$ cat config.mk
export PLATFORM = sky130hd
export DESIGN_NAME = weight_loader
export DESIGN_NICKNAME = d
export VERILOG_FILES = /design/src/rtl/weight_loader.sv
export SDC_FILE = /design/constraint.sdc
export NUM_CORES = 1
export LEC_CHECK = 0
export BUFFER_PORTS_ARGS = -buffer_cell sky130_fd_sc_hd__buf_2
export CORE_AREA = 10 10 85 87
export CTS_CLUSTER_DIAMETER = 50
export DETAILED_ROUTE_END_ITERATION = 12
export DIE_AREA = 0 0 95 97
export PLACE_DENSITY = 0.77
export SLEW_MARGIN = 20
export SYNTH_ARGS = -nofsm -noshare
export SYNTH_HDL_FRONTEND = slang
export SYNTH_SLANG_ARGS = --single-unit
$ cat constraint.sdc
create_clock -name clk -period 2.2 [get_ports clk]
set_input_delay 0.44 -clock clk [delete_from_list [all_inputs] [get_ports clk]]
set_output_delay 0.44 -clock clk [all_outputs]
set_load 0.005 [all_outputs]
$ cat src/rtl/weight_loader.sv
// ============================================================================
//  weight_loader -- bursts words out of a zero-latency ROM into a registered
//                   valid/ready stream for the downstream conv stage.
//  Revision: 1.0
// ============================================================================
`default_nettype none

module weight_loader #(
    parameter int ADDR_WIDTH = 6,
    parameter int ROM_DEPTH  = 64,
    parameter int DATA_WIDTH = 32
) (
    input  logic                  clk,
    input  logic                  rst_n,
    input  logic                  start,
    input  logic [ADDR_WIDTH-1:0] base_addr,
    input  logic [ADDR_WIDTH:0]   len,
    output logic [ADDR_WIDTH-1:0] rom_addr,
    input  logic [DATA_WIDTH-1:0] rom_data,
    output logic [DATA_WIDTH-1:0] weight_o,
    output logic                  weight_valid,
    input  logic                  weight_ready,
    output logic                  weight_last,
    output logic                  busy,
    output logic                  done
);

    typedef enum logic [1:0] {
        IDLE = 2'd0,
        LOAD = 2'd1,
        DONE = 2'd2
    } state_t;

    // Requests longer than the ROM are clamped so no word is fetched twice.
    localparam logic [ADDR_WIDTH:0] c_max_len = (ADDR_WIDTH+1)'(ROM_DEPTH);
    localparam logic [ADDR_WIDTH:0] c_one     = (ADDR_WIDTH+1)'(1);

    state_t                  state_q,  state_d;
    logic [ADDR_WIDTH-1:0]   addr_q,   addr_d;
    logic [ADDR_WIDTH:0]     remain_q, remain_d;
    logic [DATA_WIDTH-1:0]   weight_q, weight_d;
    logic                    valid_q,  valid_d;
    logic                    last_q,   last_d;

    logic                    w_fetch;
    logic                    w_handshake;

    always_ff @(posedge clk or negedge rst_n) begin
        if (!rst_n) begin
            state_q  <= IDLE;
            addr_q   <= '0;
            remain_q <= '0;
            weight_q <= '0;
            valid_q  <= 1'b0;
            last_q   <= 1'b0;
        end else begin
            state_q  <= state_d;
            addr_q   <= addr_d;
            remain_q <= remain_d;
            weight_q <= weight_d;
            valid_q  <= valid_d;
            last_q   <= last_d;
        end
    end

    always_comb begin
        state_d     = state_q;
        addr_d      = addr_q;
        remain_d    = remain_q;
        weight_d    = weight_q;
        valid_d     = valid_q;
        last_d      = last_q;
        w_handshake = valid_q && weight_ready;
        // Refill the output register whenever it is empty or being drained.
        w_fetch     = (state_q == LOAD) && (remain_q != '0) && (!valid_q || weight_ready);

        case (state_q)
            IDLE: begin
                if (start) begin
                    if (len == '0) begin
                        state_d = DONE;
                    end else begin
                        state_d  = LOAD;
                        addr_d   = base_addr;
                        remain_d = (len > c_max_len) ? c_max_len : len;
                    end
                end
            end
            LOAD: begin
                if (w_fetch) begin
                    weight_d = rom_data;
                    valid_d  = 1'b1;
                    addr_d   = addr_q + 1'b1;
                    remain_d = remain_q - c_one;
                    last_d   = (remain_q == c_one);
                end else if (w_handshake) begin
                    valid_d = 1'b0;
                    last_d  = 1'b0;
                end
                if (w_handshake && last_q) begin
                    state_d = DONE;
                end
            end
            DONE: begin
                state_d = IDLE;
            end
            default: begin
                state_d = IDLE;
            end
        endcase
    end

    assign rom_addr     = addr_q;
    assign weight_o     = weight_q;
    assign weight_valid = valid_q;
    assign weight_last  = last_q;
    assign busy         = (state_q != IDLE);
    assign done         = (state_q == DONE);

endmodule

`default_nettype wire

# After elaboration in Yosys (flattened, before gate mapping)
# Cells that the tools add are included.
# word_totals
register_bits,49
in_bits,49
out_inout_bits,42
elab_cells,48
# classes
add_sub_neg,2
magnitude_cmp,1
n_eq_ne,7
muxes,16
reduce_logical,16
# op_table
operator,count
two-way mux 7 bit,4
two-way mux 6 bit,3
one-hot mux 7 bit (2 select lines),1
one-hot mux 6 bit (2 select lines),1
"equality test 7 x 1 -> 1 bit, second input constant",1
"greater-than comparator 7 bit, second input constant",1
zero test 7 bit,1
nonzero test 7 bit,1
"subtractor 7 x 1 -> 7 bit, second input constant",1
"adder 6 x 1 -> 6 bit, second input constant",1
two-way mux 2 bit,3
"!= test 2 bit, second input constant",3
AND reduction 2 bit,3
nonzero test 2 bit,3
logical AND 1 bit,4
one-hot mux 2 bit (2 select lines),1
AND reduction 4 bit,1
two-way mux 1 bit,3
"equality test 2 x 1 -> 1 bit, second input constant",1
"equality test 2 bit, second input constant",1
zero test 2 bit,1
"!= test 2 x 1 -> 1 bit, second input constant",1
zero test 1 bit,1
logical OR 1 bit,1

# Logic depth before layout (Yosys ltp)
# depth
ltp_word,5
ltp_mapped,8
mapped_depth_nobuf,6

# Worst setup path after synthesis
# Ideal clock, no wire load.
# synth_timing
kind,register to register
from,register remain_q[3]
to,register remain_q[1]
arrival_ns,1.792
t_required_ns,2.075
path_slack_ns,0.284
stages_incl_launch_ff,6
path_buffers,1
period_less_slack_ns,1.916
cell_sequence,dfrtp_1 -> or4_4 -> o211a_1 -> buf_6 -> nor2_4 -> mux2_2
# synth_between
elab_chain_len,5
# synth_lines
item,line_no,source
from (decl),40,"logic [ADDR_WIDTH:0] remain_q, remain_d;"
from (signal assigned),59,remain_q <= remain_d;
nonzero test 7 bit,75,w_fetch = (state_q == LOAD) && (remain_q != '0) && (!valid_q || weight_ready);
logical AND 1 bit (2 in a row),75,
!= test 2 bit (no line),n/a,
AND reduction 4 bit (no line),n/a,
# No other way between the ends.
# A chain may end at the register's enable or synchronous reset.

# Final worst setup path
# layout_timing
from,register remain_q[3]
to,register remain_q[4]
# layout_between
elab_chain_len,5
word_cells_on_any_way,8
# layout_lines
item
"parallel branches: the longest is 5 deep, another holds subtractor 7 x 1 -> 7 bit"
# Several ways; the timed one is not identified. The select of a mux whose other input is x is not followed.

==> impl_metrics.py <==
metrics = {
    "run_status": {
        "status": "completed",
    },
    "setup_path": {
        "path_cells": "or4_4 -> o211a_2 -> buf_12 -> o22a_1 -> o32a_1",
        "crit_path_top_delay_cell": "or4_4",
        "crit_fanout": 24,
        "worst-endpoint-required_ps": 2380,
        "cp_top_family": "compound AO/OA/AOI/OAI gates",
        "crit_path_start_kind": "flip-flop",
        "worstSetupEndpointType": "flip-flop",
        "crit_type": "reg2reg",
        "cpPeakStageDelay_ps": 580,
        "arrival_ps": 2240,
        "crit_buf_inv": 1,
    },
    "power_and_ir_drop": {
        "p_sw_share_pct": 32.89,
        "p_int_w": 0.002796,
        "p_sw_w": 0.001370,
        "p_clk_share_pct": 15.7,
        "p_comb_share_pct": 45.1,
        "ir_drop_v": 0.0006116,
        "p_leak_nw": 1.517,
        "power_density_nw_per_um2": 1354,
        "power_frac_seq_pct": 39.2,
    },
    "placement": {
        "portBuffers": 90,
        "placedCellCount": 349,
        "gp_congestion": 0.8611,
        "hpwl_um": 4543,
    },
    "die": {
        "die_h_um": 97,
        "die_area_um2": 9215,
        "rows": 27,
        "boundaryPins": 91,
        "coreArea_um2": 5473,
        "die_w_um": 95,
        "start_util_pct": 43.85,
    },
    "detailed_routing": {
        "num_vias": 1853,
        "via_per_inst": 5.190,
        "drtPass1Iterations": 4,
        "wirelength_um": 5820,
        "wl_per_cell_um": 16.30,
        "drcViolationCount": 0,
        "drtAntennaViolNets": 0,
        "drt_iter0_drc": 33,
    },
    "yosys": {
        "synth_common_cells": "49 x dfrtp_1, 29 x mux2_4, 11 x nand2_1, 10 x a21oi_1, 10 x o21ai_0",
        "yosysTopAreaCell": "dfrtp_1",
        "synth_most_common_cell": "dfrtp_1",
        "syn-cell-area_um2": 2400,
        "yosys.area.top_type_share_pct": 51.09,
        "yosysSeqAreaShare_pct": 51.09,
        "synth-main-ff-cell": "dfrtp_1",
        "yosys-top-cells-area": "dfrtp_1 51%, mux2_4 18%, o2bb2ai_1 3.3%, buf_6 2.8%, mux2_2 2.3%",
        "synthDistinctLibCells": 35,
        "synth_edf_count": 0,
        "synth_cells": 189,
        "yosysWarnings": 0,
        "ys_ff_latch": 49,
        "syn_nets": 241,
        "async_flop_share_pct": 100.0,
        "syn_avg_cell_area_um2": 12.70,
    },
    "global_route": {
        "antenna_found_initial": 0,
        "grtUsageTotal_pct": 12.38,
        "grt-ovfl-total": 0,
        "grt_pass1_wl_um": 9328,
        "grt_max_degree": 33,
        "grt_pass1_vias": 1879,
    },
    "clock_tree": {
        "clk_pin_slew_ps": 90,
        "ctsHoldBuffers": 0,
        "worstSkewPairLatency_ps": 290,
        "cts_resized": 0,
        "clock_sinks": 49,
        "cts_post_setup_buffers_inserted": 0,
        "cts.htree.levels": 2,
        "cts_buffer_depth": 2,
        "cts-root-buf": "clkbuf_8",
        "tritoncts": "done",
        "numCtsBuffers": 5,
    },
    "cells_and_area": {
        "area_growth_pct": 28.26,
        "diodes": 0,
        "layout.nets": 336,
        "ff_latch_area_um2": 1226,
        "multi_input_area_um2": 1067,
        "final_cells": 357,
        "fillers": 500,
        "drive_gt1_share_pct": 51.58,
    },
    "run": {
        "maxCapViolCount": 0,
    },
    "timing": {
        "hold_violations": 0,
        "fmax_mhz": 486.6,
        "finalCriticalPeriod_ps": 2055,
        "finalSetupViolations": 0,
        "worst_clock_skew_ps": 6.986,
        "worst_pin_slew_ps": 477.4,
        "slew_violations": 0,
        "fin_tns_setup_ps": 0,
        "slew_headroom_pct": 67.88,
        "fin_crit_sh_pct": 93.42,
        "rsz0062_at_grt": "false",
    },
    "min_path": {
        "hp-class": "in2async",
    },
}
## metrics by stage
step	hold slack (ps)	util (%)	setup WS [ps]	total power (W)	cell area [um^2]
2_1_floorplan	144.4	-	283.7	0.002857	2400
3_3_place_gp	384.0	54.05	189.8	0.003501	2958
3_5_place_dp	406.5	54.05	158.1	0.003557	2958
4_1_cts	64.49	56.24	139.8	0.004229	3078
5_1_grt	85.46	56.24	89.69	0.004474	3078
6_report	63.73	56.24	144.8	0.004166	3078
## registers in the layout (all words and copies together), names as in the netlist
| register | flops |
|---|---|
| weight_o | 32 |
| state_q | 2 |
| rom_addr | 6 |
| weight_valid | 1 |
| weight_last | 1 |
| remain_q | 7 |
## cell families after synthesis
logic type / Yosys count / share of synthesized area [%]
AOI/OAI and AO/OA: 44 / 12.36
adders and majority gates: 3 / 1.564
buffers and inverters: 16 / 4.431
DFF: 49 / 51.10
muxes: 35 / 20.91
and+or+nand+nor: 42 / 9.645
## cells in the final DEF (no fill, tap or decap), types with 2 or more instances in the layout
| cell type | instances |
|---|---|
| buf_2 | 90 |
| dfrtp_1 | 49 |
| mux2_4 | 29 |
| nand2_1 | 11 |
| o21ai_0 | 10 |
| a21oi_1 | 10 |
| o2bb2ai_1 | 9 |
| nor3_1 | 7 |
| o22ai_1 | 6 |
| clkbuf_8 | 6 |
| buf_4 | 6 |
| inv_1 | 5 |
| mux2_2 | 5 |
| nand2b_1 | 4 |
| nor4_1 | 4 |
| nor2b_1 | 3 |
| nand3_1 | 3 |
| ha_1 | 3 |
| buf_12 | 3 |
| nor2_1 | 2 |
| a2bb2oi_1 | 2 |
| or3_1 | 2 |
## per-layer routing
| layer | global-route usage (%) | up-vias | share of wire (%) |
|---|---|---|---|
| met5 | 0 | - | 0 |
| met4 | 4.005 | 0 | 1.5 |
| met3 | 4.163 | 8 | 8.1 |
| met2 | 19.80 | 62 | 49 |
| met1 | 15.14 | 900 | 42 |
| li1 | - | 883 | - |
## cell type report
| type | instances | share of cell area [%] |
|---|---|---|
| Timing Repair Buffer | 99 | 18.05 |
| Multi-Input combinational cell | 124 | 34.67 |
| Sequential cell | 49 | 39.84 |
| Clock buffer | 6 | 2.683 |
| Inverter | 5 | 0.6098 |
| Tap cell | 72 | 2.927 |
| Clock inverter | 2 | 1.220 |
## worst paths after layout
path                                     startpoint                  endpoint  slack (ps)  cells past startpoint
setup / recovery            remain_q[3]$_DFFE_PN0P_   remain_q[4]$_DFFE_PN0P_         140                      5
hold / removal                                rst_n  weight_o[12]$_DFFE_PN0P_          60                      1
setup reg to reg            remain_q[3]$_DFFE_PN0P_   remain_q[4]$_DFFE_PN0P_         140                      5
hold reg to reg            weight_o[19]$_DFFE_PN0P_  weight_o[19]$_DFFE_PN0P_         510                      1
max in group asynchronous                     rst_n   weight_o[3]$_DFFE_PN0P_        1630                      2
min in group clk                       rom_data[16]  weight_o[16]$_DFFE_PN0P_         370                      2
## power by group through the flow
stage	combinational, W	sequential (W)	clock, W
after floorplan	0.00122	0.00164	0
after global placement	0.00188	0.00162	0
after detailed placement	0.00192	0.00164	0
after CTS	0.00192	0.00164	0.000677
after global routing	0.00207	0.00169	0.000711
final	0.00188	0.00163	0.000653
Note: power is estimated with default switching activity, not from simulation.
